$ cat src/rtl/cpu_io_responder.sv
// ---------------------------------------------------------------------------
// cpu_io_responder
//
// Responder for the I/O window (mem_a[17:16] == 2'b11) of the CPU's
// byte-wide memory bus. It sits beside the RAM in the top level and:
//   - decodes CPU reads/writes at 0x30000 / 0x30004 (offset = mem_a[3:0]),
//   - returns read data one cycle after the request (io_rd_sel marks it),
//   - buffers output bytes in a TX FIFO towards the UART,
//   - runs a free-running 32-bit clock counter with a coherent snapshot,
//   - flags the end of the program (program_done / done_flushed).
//
// Optional feature macro: IO_DROP_COUNT_EN
//   When defined, an 8-bit saturating counter of bytes dropped on a push into
//   a full FIFO is readable at 0x30008 and cleared by any write there.
//   When undefined, 0x30008 behaves like any unmapped offset.
//
// Parameters:
//   TX_DEPTH     TX FIFO entries (power of two, >= 4)
//   FULL_MARGIN  io_buffer_full asserts at occupancy >= TX_DEPTH-FULL_MARGIN
//
// Ports:
//   clk_in, rst_in        clock, asynchronous active-high reset
//   rdy_in                bus accesses accepted only while high
//   mem_a, mem_dout,      CPU address, write data, write strobe (0 = read)
//   mem_wr
//   io_rd_data, io_rd_sel read data and its valid/select, one cycle later
//   io_buffer_full        TX FIFO near-full back-pressure to the CPU
//   tx_data, tx_valid,    FIFO head towards the UART (valid/ready)
//   tx_ready
//   rx_data, rx_valid,    UART receive side; rx_pop pops the RX buffer
//   rx_pop
//   program_done          sticky end-of-program flag
//   done_flushed          program_done and TX FIFO drained
// ---------------------------------------------------------------------------
module cpu_io_responder #(
  parameter int unsigned TX_DEPTH    = 16,
  parameter int unsigned FULL_MARGIN = 4
) (
  input  logic        clk_in,
  input  logic        rst_in,
  input  logic        rdy_in,
  input  logic [31:0] mem_a,
  input  logic [7:0]  mem_dout,
  input  logic        mem_wr,
  output logic [7:0]  io_rd_data,
  output logic        io_rd_sel,
  output logic        io_buffer_full,
  output logic [7:0]  tx_data,
  output logic        tx_valid,
  input  logic        tx_ready,
  input  logic [7:0]  rx_data,
  input  logic        rx_valid,
  output logic        rx_pop,
  output logic        program_done,
  output logic        done_flushed
);

  localparam int unsigned PTR_W = $clog2(TX_DEPTH);
  localparam logic [PTR_W:0] DEPTH_C     = (PTR_W+1)'(TX_DEPTH);
  localparam logic [PTR_W:0] FULL_THRESH = (PTR_W+1)'(TX_DEPTH - FULL_MARGIN);

  // Bus decode
  logic       io_hit;
  logic       wr_access;
  logic       rd_access;
  logic [3:0] offset;
  logic       unused_addr_bits;

  // Clock counter and snapshot
  logic [31:0] clk_cnt;
  logic [31:0] snapshot;

  // TX FIFO
  logic [7:0]       fifo_mem [TX_DEPTH];
  logic [PTR_W-1:0] wr_ptr;
  logic [PTR_W-1:0] rd_ptr;
  logic [PTR_W-1:0] rd_ptr_inc;
  logic [PTR_W:0]   count;
  logic [PTR_W:0]   count_next;
  logic             full;
  logic             push_req;
  logic [7:0]       push_byte;
  logic             push_ok;
  logic             pop;
  logic [7:0]       head_next;

  // Read path
  logic [7:0] rd_byte;
  logic [7:0] drop_rd;

  assign io_hit    = rdy_in && (mem_a[17:16] == 2'b11);
  assign wr_access = io_hit && mem_wr;
  assign rd_access = io_hit && !mem_wr;
  assign offset    = mem_a[3:0];

  // Only bits [17:16] and [3:0] take part in the decode.
  assign unused_addr_bits = ^{mem_a[31:18], mem_a[15:4]};

  // Free-running cycle counter; wraps naturally at 32 bits and ignores rdy_in.
  always_ff @(posedge clk_in or posedge rst_in) begin
    if (rst_in) begin
      clk_cnt <= 32'h0;
    end else begin
      clk_cnt <= clk_cnt + 32'h1;
    end
  end

  // Write decode: 0x30000 pushes non-zero bytes, 0x30004 always pushes a
  // 0x00 terminator so the UART side sees the end of output.
  always_comb begin
    push_req  = 1'b0;
    push_byte = 8'h00;
    if (wr_access) begin
      case (offset)
        4'h0: begin
          if (mem_dout != 8'h00) begin
            push_req  = 1'b1;
            push_byte = mem_dout;
          end
        end
        4'h4: begin
          push_req  = 1'b1;
          push_byte = 8'h00;
        end
        default: begin
          push_req  = 1'b0;
          push_byte = 8'h00;
        end
      endcase
    end
  end

  assign tx_valid       = (count != '0);
  assign full           = (count == DEPTH_C);
  assign io_buffer_full = (count >= FULL_THRESH);
  assign done_flushed   = program_done && (count == '0);
  assign pop            = tx_valid && tx_ready;
  // A pop in the same cycle frees the slot, so a push into a full FIFO
  // still lands when the UART is draining.
  assign push_ok        = push_req && (!full || pop);
  assign rd_ptr_inc     = rd_ptr + PTR_W'(1);

  always_comb begin
    count_next = count;
    case ({push_ok, pop})
      2'b10:   count_next = count + (PTR_W+1)'(1);
      2'b01:   count_next = count - (PTR_W+1)'(1);
      default: count_next = count;
    endcase
  end

  // tx_data is a register that always holds the current head, so it is stable
  // while the UART stalls. After a pop the new head is the next stored entry,
  // or the byte being pushed this cycle when the FIFO held only one entry.
  always_comb begin
    head_next = tx_data;
    if (pop) begin
      if (count > (PTR_W+1)'(1)) begin
        head_next = fifo_mem[rd_ptr_inc];
      end else if (push_ok) begin
        head_next = push_byte;
      end
    end else if ((count == '0) && push_ok) begin
      head_next = push_byte;
    end
  end

  // FIFO storage carries no reset; the pointers and count define validity.
  always_ff @(posedge clk_in) begin
    if (push_ok) begin
      fifo_mem[wr_ptr] <= push_byte;
    end
  end

  // FIFO pointers, occupancy and the registered head byte.
  always_ff @(posedge clk_in or posedge rst_in) begin
    if (rst_in) begin
      wr_ptr  <= '0;
      rd_ptr  <= '0;
      count   <= '0;
      tx_data <= 8'h00;
    end else begin
      if (push_ok) begin
        wr_ptr <= wr_ptr + PTR_W'(1);
      end
      if (pop) begin
        rd_ptr <= rd_ptr_inc;
      end
      count   <= count_next;
      tx_data <= head_next;
    end
  end

  // Sticky end-of-program flag.
  always_ff @(posedge clk_in or posedge rst_in) begin
    if (rst_in) begin
      program_done <= 1'b0;
    end else if (wr_access && (offset == 4'h4)) begin
      program_done <= 1'b1;
    end
  end

`ifdef IO_DROP_COUNT_EN
  logic [7:0] drop_cnt;
  logic       push_drop;
  logic       drop_clr;

  assign push_drop = push_req && full && !pop;
  assign drop_clr  = wr_access && (offset == 4'h8);

  // Saturating count of bytes lost to a full FIFO; any write to 0x30008 clears.
  always_ff @(posedge clk_in or posedge rst_in) begin
    if (rst_in) begin
      drop_cnt <= 8'h00;
    end else if (drop_clr) begin
      drop_cnt <= 8'h00;
    end else if (push_drop && (drop_cnt != 8'hFF)) begin
      drop_cnt <= drop_cnt + 8'h01;
    end
  end

  assign drop_rd = drop_cnt;
`else
  assign drop_rd = 8'h00;
`endif

  // The RX buffer is popped in the request cycle so the byte it presents now
  // is the one returned next cycle. Held off during reset.
  assign rx_pop = rd_access && (offset == 4'h0) && rx_valid && !rst_in;

  // Read mux. Byte 0 of the counter comes straight from the live counter,
  // which is the same value latched into the snapshot on that edge; bytes
  // 1..3 come from the snapshot so a 4-byte load is coherent.
  always_comb begin
    rd_byte = 8'h00;
    case (offset)
      4'h0:    rd_byte = rx_valid ? rx_data : 8'h00;
      4'h4:    rd_byte = clk_cnt[7:0];
      4'h5:    rd_byte = snapshot[15:8];
      4'h6:    rd_byte = snapshot[23:16];
      4'h7:    rd_byte = snapshot[31:24];
      4'h8:    rd_byte = drop_rd;
      default: rd_byte = 8'h00;
    endcase
  end

  // Registered read response; io_rd_data holds between reads.
  always_ff @(posedge clk_in or posedge rst_in) begin
    if (rst_in) begin
      io_rd_data <= 8'h00;
      io_rd_sel  <= 1'b0;
      snapshot   <= 32'h0;
    end else begin
      io_rd_sel <= rd_access;
      if (rd_access) begin
        io_rd_data <= rd_byte;
        if (offset == 4'h4) begin
          snapshot <= clk_cnt;
        end
      end
    end
  end

endmodule

$ cat config.mk
export PLATFORM = sky130hd
export DESIGN_NAME = cpu_io_responder
export DESIGN_NICKNAME = d
export VERILOG_FILES = /design/src/rtl/cpu_io_responder.sv
export SDC_FILE = /design/constraint.sdc
export NUM_CORES = 1
export LEC_CHECK = 0
export CAP_MARGIN = 5
export CORE_MARGIN = 5
export CORE_UTILIZATION = 57
export DETAILED_ROUTE_END_ITERATION = 8
export DONT_BUFFER_PORTS = 1
export PLACE_DENSITY = 0.79
export SLEW_MARGIN = 15
export SYNTH_ARGS = -nofsm -noshare
export SYNTH_HDL_FRONTEND = slang
export SYNTH_SLANG_ARGS = --single-unit
$ cat constraint.sdc
create_clock -name clk_in -period 3.65 [get_ports clk_in]
set_input_delay 0.73 -clock clk_in [delete_from_list [all_inputs] [get_ports clk_in]]
set_output_delay 0.73 -clock clk_in [all_outputs]
set_load 0.01 [all_outputs]
==> run metrics, run 1 <==
hpwl dp between 10000 and 15000 µm; post-synthesis net count 655; total wire length between 15000 and 20000 µm; crit end category output pin; root cell of the clock tree clkbuf_16; remaining global-route overflow 0; cts hold-fix bufs 0; register area approximately 6000 µm²; post-route cell area 10100 µm²; Fin. Hold Viols 0; fillcell total around 1100; unrepaired setup endpoints after global routing false; first-pass GRT wire length 29800 µm; Final GP Congestion between 0.8 and 0.9; Die Wd 137 µm; Mapped Cells 591; Area Growth Syn to Fin 10.0%; drt wl/cell 23.0 µm; CTS tree yes; Max Freq 0.355 GHz; share of cells above drive strength 1 between 10% and 20%; register area share after synthesis about two thirds; placed instance area about 9400 µm²; ys async rst share around 40%; Antenna Violating Nets Remaining 0; CP max stage cell or4b_4; slowest stage delay, CP between 0.5 and 0.6 ns; hold_ws 0.276 ns; vias in the first global route between 5000 and 6000; yosys warns 0; reg2reg end fifo_mem[0][2]; max_cap viols 0; Yosys top cell area share 41.7%; total negative slack 0 ns; CTS Sinks about 220; worst slew pin tran around 1.0 ns; largest net degree at the start of global routing 60; number of gates resized after CTS 0; crit-path leading delay family simple AND/OR/NAND/NOR gates; register bit total from synthesis between 200 and 250; minimum clock period between 2 and 3 ns; I/O Pins 76; Post-CTS Repair Setup Buffers 0; crit path cell chain inv_1 -> ha_1 -> or4b_4 -> nor2_1; core area 15900 µm²; Starting Density ~58%; Pre-Repair DR Iteration Count 5; Site Rows 46; outcome complete, no violations; dominant cell type by area after synthesis edfxtp_1; top cells by area, synth edfxtp_1, dfrtp_1, mux4_2, mux2_2, xnor2_1; count of final setup violators 0; reg2reg start count[1]; VDD IR max ~400 µV; Top FF cell, synth edfxtp_1; Lkg Pwr 0.00398 µW; Total Die Area about 19000 µm²; total vias in the final route 5084; Setup WS post-layout 0.833 ns; IO buf count 0; DR DRC count 0; pre-CTS setup slack approximately 0.84 ns; vias per cell between 6 and 7; R2R cell count 7; PwrDens about 640 nW/µm²; multi-input logic area between 3000 and 4000 µm²; Req. time, crit path 2.92 ns; slew margin rel. a little under a third; post-layout util a little under two thirds; fin crit share between 70% and 80%; GRT Util Overall a little over a fifth; number of synthesized flops with an enable pin roughly 130; clk buf depth 3; Die Ht 137 µm; Layout Skew approximately 0.0094 ns; Yosys cell types between 40 and 50; Slew Viols, Final 0; CTS Buf Count 23; antenna cells 0; worst setup path category reg -> out; flop2flop setup slack between 1 and 1.5 ns; Cell Area, Synth 9210 µm²; Synth Area per Inst 15.6 µm²; DRT iter0 DRCs a little over 600; Clk Latency, worst-skew pair around 0.49 ns; Clock Pin Slew Worst Setup and Hold Paths 0.06 ns; CP Launch Type flop; Critical Path Fanout Max 8; crit path DAT ~2.1 ns; H-tree levels 1; Hold WC Path Type in -> async; initial antenna violation count 0; nets@finish 660; Critical path buffers and inverters 1
[per-layer routing]
metal  track usage (%)  share of wire [%]
met1              26.5                 39
met2              36.4                 53
met5                 0                  0
met3              5.26                6.2
met4              4.99                2.3
[power by group]
part           leakage, µW  switching (µW)  internal [µW]
Sequential         0.00245             165           2670
Combinational      0.00116             827            630
Clock             0.000369             897           1340
[state kept, by name, summed over array words and instances, names as in the netlist]
signal,count
io_rd_sel,1
program_done,1
rd_ptr,4
fifo_mem,128
wr_ptr,4
io_rd_data,8
tx_data,8
clk_cnt,32
snapshot,24
count,5
[through the flow]
stage,std cells,power [µW]
2_1_floorplan,591,3990
3_3_place_gp,787,4250
3_5_place_dp,787,4320
4_1_cts,828,6560
5_1_grt,828,6770
6_report,828,6530
[cell usage after synthesis, drive strengths merged (14+ instances only)]
cell type and count:
xnor2 31, dfrtp 87, o21ai 15, mux2i 21
buf 14, nor2 14, mux4 36, mux2 25
and2 26, nand3 27, edfxtp 128, nand2 42
[cell families (layout without fill, tap and decap cells)]
family | count (synthesis) | in the layout | synth area share (%)
buffers and inverters | 37 | 58 | 1.97
AND/OR/NAND/NOR | 155 | 155 | 9.04
multiplexers | 82 | 82 | 14.1
adder cells (fa/ha/maj) | 10 | 10 | 1.36
AO/OA/AOI/OAI | 50 | 50 | 4.02
XOR/XNOR | 42 | 42 | 4.08
flip-flops | 215 | 215 | 65.4
[placed cells by master, fill, tap and decap left out, types with 13 or more instances in the layout]
| cell | instances |
|---|---|
| nand3_1 | 27 |
| mux2i_1 | 21 |
| o21ai_0 | 15 |
| mux4_2 | 36 |
| xnor2_1 | 31 |
| clkbuf_16 | 23 |
| mux2_2 | 25 |
| edfxtp_1 | 128 |
| nor2_1 | 13 |
| and2_1 | 25 |
| nand2_1 | 42 |
| dfrtp_1 | 86 |
[worst register-to-register path, delay by kind of cell, from the launching register on]
kind | cells | cell delay, ns
simple gates | 5 | 1.42
fa+ha+maj | 1 | 0.21
flops | 1 | 0.47
buf+inv | 1 | 0.15
[cell type report]
type / instances / share of cell area [%]
clock buffers: 31 / 6.47
repair buffers: 6 / 0.445
inverters: 11 / 0.445
well taps: 216 / 2.67
multi-input cells: 339 / 29.7
clock inverters: 10 / 0.852
flip-flops and latches: 215 / 59.4
[worst max-delay path by stage]
stage | endpoint | start | cells after the start
CTS | done_flushed | count[1] | 4
global placement | fifo_mem[4][3] | mem_a[1] | 5
finish | done_flushed | count[1] | 4
floorplan | rx_pop | rst_in | 2
detailed placement | fifo_mem[6][3] | mem_a[1] | 5
global route | done_flushed | count[1] | 4
Note: power is estimated with default switching activity, not from simulation.
==> run 2, diff against run 1 <==
- CORE_UTILIZATION: 57 -> 63
- PLACE_DENSITY: 0.79 -> 0.83
- clock period: 3.65 -> 2.7 ns (I/O delays scaled with it)
==> run 2 against run 1 <==
  * Combinational power rose by 39%
  * Largest power group unchanged
  * Register-to-register slack got worse by 0.82 ns
  * Power rose by 34%
  * Sequential cell count did not move
==> run metrics, run 2 (synthesized netlist as in run 1, its figures left out) <==
outcome complete, no violations (unchanged); CTS Sinks 215 (unchanged); CTS tree yes (unchanged); unrepaired setup endpoints after global routing false (unchanged); initial antenna violation count 0 (unchanged); DP Cell Count 767 (was 787); core area 14400 µm² (was 15900 µm²); CTS Buf Count 22 (was 23); max FFs per register 128 (unchanged); Starting Density 63.8% (was 58.0%); Largest regs fifo_mem (128), clk_cnt (32), snapshot (24) (unchanged); Critical Path Fanout Max 8 (unchanged); H-tree levels 1 (unchanged); Hold WC Path Type in -> async (unchanged); total wire length 19300 µm (was 19000 µm); slew margin rel. 45.9% (was 30.7%); crit path DAT 2.01 ns (was 2.09 ns); worst slew pin tran 0.809 ns (was 1.04 ns); remaining global-route overflow 0 (unchanged); commonest cells after routing, fill and taps aside edfxtp_1, dfrtp_1, nand2_1, mux4_2, xnor2_1 (unchanged); Switching Share 29.4% (was 29.0%); clock power share 32.7% (was 34.2%); flop2flop setup slack 0.23 ns (was 1.05 ns); Clock Pin Slew Worst Setup and Hold Paths 0.06 ns (about the same); nets@finish 671 (was 660); combinational share of power 23.3% (was 22.3%); minimum clock period around 2.5 ns; Setup WS post-layout 0.150 ns (was 0.833 ns); pre-CTS setup slack 0.159 ns (was 0.841 ns); Pint 6160 µW (was 4640 µW); PwrDens 858 nW/µm² (was 644 nW/µm²); total negative slack 0 ns (unchanged); largest net degree at the start of global routing 88 (was 60); VDD IR max 821 µV (was 404 µV); reg2reg start count[0] (was count[1]); crit end category output pin (unchanged); share of cells above drive strength 1 20.4% (was 19.1%); Site Rows 44 (was 46); clk buf depth 3 (unchanged); max_cap viols 0 (unchanged); Antenna Violating Nets Remaining 0 (unchanged); Top reg by flops fifo_mem (unchanged); vias per cell 6.48 (was 6.14); root cell of the clock tree clkbuf_16 (unchanged); GRT Util Overall 23.8% (was 20.9%); commonest non-fill, non-tap cell in the layout edfxtp_1 (unchanged); Final GP Congestion 0.827 (was 0.830); Lkg Pwr 0.00401 µW (was 0.00398 µW); reg2reg end fifo_mem[8][1] (was fifo_mem[0][2]); I/O Pins 76 (unchanged); final cell count without fillers 807 (was 828); count of final setup violators 0 (unchanged); Req. time, crit path 2.16 ns (was 2.92 ns); worst setup path category reg -> out (unchanged); total vias in the final route 5230 (was 5084); Slew Viols, Final 0 (unchanged); Die Ht 131 µm (was 137 µm); Fin. Hold Viols 0 (unchanged); antenna cells 0 (unchanged); Clk Latency, worst-skew pair 0.51 ns (was 0.49 ns); Psw 2560 µW (was 1890 µW); fin crit share 94.4%; first-pass GRT wire length 30500 µm (was 29800 µm); CP Launch Type flop (unchanged); cts hold-fix bufs 0 (unchanged); Pre-Repair DR Iteration Count 5 (unchanged); hpwl dp 12500 µm (was 12600 µm); Total Die Area 17100 µm² (was 18800 µm²); Reg power frac 43.9% (was 43.5%); vias in the first global route 5449 (was 5374); IO buf count 0 (unchanged); DR DRC count 0 (unchanged); DRT iter0 DRCs 643 (was 611); Max Freq about 0.39 GHz; Die Wd 131 µm (was 137 µm); fillcell total 903 (was 1143); R2R cell count 7 (unchanged); Area Growth Syn to Fin 10.4% (was 10.0%); Layout Skew 0.0226 ns (was 0.00941 ns); drt wl/cell 24.0 µm (was 23.0 µm)
==> run 2: cell count changes in the layout (fill, tap and decap cells not counted), sizes merged <==
cell	change
buf	+12
clkbuf	-2
clkinv	+2
inv	-1
==> run 2: routing by layer <==
metal,vias up,GRT usage (%),part of all wire [%]
met3,56,4.59,6.1
met5,-,0,0
li1,2276,-,-
met4,0,9.07,3.5
met2,199,40.1,52
met1,2699,30.9,38
==> run 2: worst max path at each step <==
stage,from,endpoint,depth (start not counted)
5_1_grt,count[1],done_flushed,4
3_3_place_gp,count[1],tx_data[1],7
4_1_cts,count[1],done_flushed,4
2_1_floorplan,rst_in,rx_pop,2
3_5_place_dp,count[1],tx_data[3],7
6_report,count[1],done_flushed,4
==> run 2: cell type report <==
class                   count  area, µm²  area share, %
multi-input cells         339       3020           29.7
repair buffers             18        173           1.70
flip-flops and latches    215       6020           59.2
clock buffers              29        587           5.77
inverters                  11       45.0          0.443
clock inverters            11       92.6          0.911
well taps                 184        230           2.26
==> run 2: what timing repair did <==
item                                   in CTS  in global routing
buffers inserted                            0                  0
endpoints found under the hold margin       0                  0
gates resized for setup                     0                  4
setup endpoints to repair                   0                 10
==> run 2: power groups by stage <==
| stage | Combinational (µW) | Clock, µW | Sequential, µW |
|---|---|---|---|
| 2_1_floorplan | 1570 | 0 | 3820 |
| 3_3_place_gp | 1960 | 0 | 3880 |
| 3_5_place_dp | 2030 | 0 | 3890 |
| 4_1_cts | 2060 | 2890 | 3830 |
| 5_1_grt | 2200 | 3050 | 3860 |
| 6_report | 2030 | 2860 | 3830 |
==> run 2: metrics by stage <==
stage               cell area, µm²  total power [µW]  util (%)  hold WS, ns
floorplan                     9220              5390         -        0.442
global placement              9480              5840      65.7        0.456
detailed placement            9480              5920      65.7        0.468
CTS                          10200              8770      70.4        0.116
global route                 10200              9110      70.5        0.135
finish                       10200              8730      70.5       0.0996
==> run 2: worst max-delay path, cell delays in order (launching register included) <==
cell and delay, ns:
dfrtp_1 0.47, inv_2 0.13, ha_1 0.17, or4b_4 0.55, nor2_2 0.17
==> run 3, diff against run 2 <==
- CORE_UTILIZATION: 63 -> 66
- PLACE_DENSITY: 0.83 -> unset
- PLACE_DENSITY_LB_ADDON: unset -> 0.25
- REMOVE_ABC_BUFFERS: unset -> 1
- clock period: 2.7 -> 3.1 ns (I/O delays scaled with it)
==> run 3 against run 2 <==
  * Design area decreased by 1.4%
  * Core utilization grew 2.3 points
  * Critical path depth is the same
  * Die area is 4.2% lower
  * Combinational power fell by 16%
  * First-iteration DRC count decreased by 7.5%
  * Power shrank 15%
  * Global-route usage is 0.23 points higher
  * Setup slack better by 0.23 ns
  * Largest cell class unchanged
  * Largest power group unchanged
  * Highest routed layer unchanged
==> run metrics, run 3 (synthesized netlist as in run 1, its figures left out) <==
outcome complete, no violations (unchanged); commonest non-fill, non-tap cell in the layout edfxtp_1 (unchanged); combinational share of power 22.8% (was 23.3%); flop2flop setup slack 0.46 ns (was 0.23 ns); DRT iter0 DRCs 595 (was 643); clock power share 32.4% (was 32.7%); Lkg Pwr 0.00395 µW (was 0.00401 µW); Starting Density 66.9% (was 63.8%); commonest cells after routing, fill and taps aside edfxtp_1, dfrtp_1, nand2_1, mux4_2, xnor2_1 (unchanged); crit end category output pin (unchanged); Largest regs fifo_mem (128), clk_cnt (32), snapshot (24) (unchanged); vias per cell 6.52 (was 6.48); Critical Path Fanout Max 8 (unchanged); IO buf count 0 (unchanged); CP max stage cell or4b_4 (unchanged); largest net degree at the start of global routing 64 (was 88); VDD IR max 475 µV (was 821 µV); Die Ht 128 µm (was 131 µm); I/O Pins 76 (unchanged); vias in the first global route 5317 (was 5449); Antenna Violating Nets Remaining 0 (unchanged); Total Die Area 16400 µm² (was 17100 µm²); Post-CTS Repair Setup Buffers 0 (unchanged); max_cap viols 0 (unchanged); CP Launch Type flop (unchanged); placed instance area 9360 µm² (was 9480 µm²); CTS Buf Count 22 (unchanged); Psw 2150 µW (was 2560 µW); CTS Sinks 215 (unchanged); Layout Skew 0.0123 ns (was 0.0226 ns); root cell of the clock tree clkbuf_16 (unchanged); Top reg by flops fifo_mem (unchanged); slowest stage delay, CP 0.56 ns (was 0.55 ns); GRT Util Overall 24.0% (was 23.8%); total vias in the final route 5171 (was 5230); count of final setup violators 0 (unchanged); nets@finish 661 (was 671); remaining global-route overflow 0 (unchanged); PwrDens 744 nW/µm² (was 858 nW/µm²); Clock Pin Slew Worst Setup and Hold Paths 0.06 ns (about the same); Slew Viols, Final 0 (unchanged); Pre-Repair DR Iteration Count 5 (unchanged); crit-path leading delay family simple AND/OR/NAND/NOR gates (unchanged); number of gates resized after CTS 0 (unchanged); Critical path buffers and inverters 1 (unchanged); Hold WC Path Type in -> async (unchanged); worst slew pin tran 0.915 ns (was 0.809 ns); total wire length 18900 µm (was 19300 µm); Area Growth Syn to Fin 8.87% (was 10.4%); share of cells above drive strength 1 18.1% (was 20.4%); fin crit share 87.9%; Site Rows 43 (was 44); first-pass GRT wire length 30000 µm (was 30500 µm); drt wl/cell 23.8 µm (was 24.0 µm); core area 13800 µm² (was 14400 µm²); antenna cells 0 (unchanged); Req. time, crit path 2.48 ns (was 2.16 ns); worst setup path category reg -> out (unchanged); post-route cell area 10000 µm² (was 10200 µm²); unrepaired setup endpoints after global routing false (unchanged); Switching Share 28.8% (was 29.4%); Final GP Congestion 0.875 (was 0.827); Pint 5310 µW (was 6160 µW); Reg power frac 44.7% (was 43.9%); clk buf depth 3 (unchanged); minimum clock period roughly 2.7 ns; CTS tree yes (unchanged); slew margin rel. 38.6% (was 45.9%); hpwl dp 12300 µm (was 12500 µm); Max Freq around 0.37 GHz; crit path cell chain inv_1 -> ha_1 -> or4b_4 -> nor2_1 (was inv_2 -> ha_1 -> or4b_4 -> nor2_2); Final Total Pwr 7460 µW (was 8730 µW); crit path DAT 2.10 ns (was 2.01 ns); DR DRC count 0 (unchanged); Die Wd 128 µm (was 131 µm); H-tree levels 1 (unchanged); initial antenna violation count 0 (unchanged); max FFs per register 128 (unchanged); Clk Latency, worst-skew pair 0.49 ns (was 0.51 ns); Fin. Hold Viols 0 (unchanged); cts hold-fix bufs 0 (unchanged)
run 3: cell count changes in the layout (fill, tap and decap cells not counted), sizes merged:
| cell | before | now |
|---|---|---|
| clkbuf | 29 | 32 |
| inv | 11 | 10 |
| buf | 18 | 8 |
| clkinvlp | 2 | 1 |
| bufinv | 1 | 0 |
run 3: through the flow:
step	setup slack, ns	cells	hold WS, ns	setup TNS [ns]	utilization, %
finish	0.376	793	0.00803	0	72.8
global route	0.266	793	0.0396	0	72.8
CTS	0.383	793	0.0147	0	72.8
detailed placement	0.397	753	0.478	0	67.9
global placement	0.482	753	0.460	0	67.9
floorplan	-0.393	565	0.442	-1.42	-
run 3: power groups by stage:
stage	registers (µW)	clock network (µW)	logic, µW
global placement	3380	0	1660
CTS	3340	2450	1730
global route	3360	2600	1860
floorplan	3430	0	1190
finish	3340	2420	1700
detailed placement	3390	0	1700
run 3: routing by layer:
layer  vias to the layer above  track usage, %  wire length, µm
met5                         -               0                0
met4                         0            6.93              449
met3                        38            3.79             1280
met2                       199            40.9             9840
met1                      2671            32.5             7290
li1                       2263               -                -
run 3: path summary, 6_finish.rpt:
kind,start,endpoint,cells past startpoint
max in group asynchronous,rst_in,clk_cnt[21],2
hold / removal,rst_in,count[2],1
hold reg to reg,clk_cnt[31],clk_cnt[31],1
min in group clk_in,mem_a[0],program_done,3
setup reg to reg,count[1],fifo_mem[6][1],7
setup / recovery,count[1],done_flushed,4
run 3: cell type report:
type	count	area, µm²
Tap cell	180	225
Multi-Input combinational cell	339	3010
Clock buffer	32	633
Inverter	11	42.5
Clock inverter	8	36.3
Sequential cell	215	6020
Fill cell	842	3750
Timing Repair Buffer	8	60.1
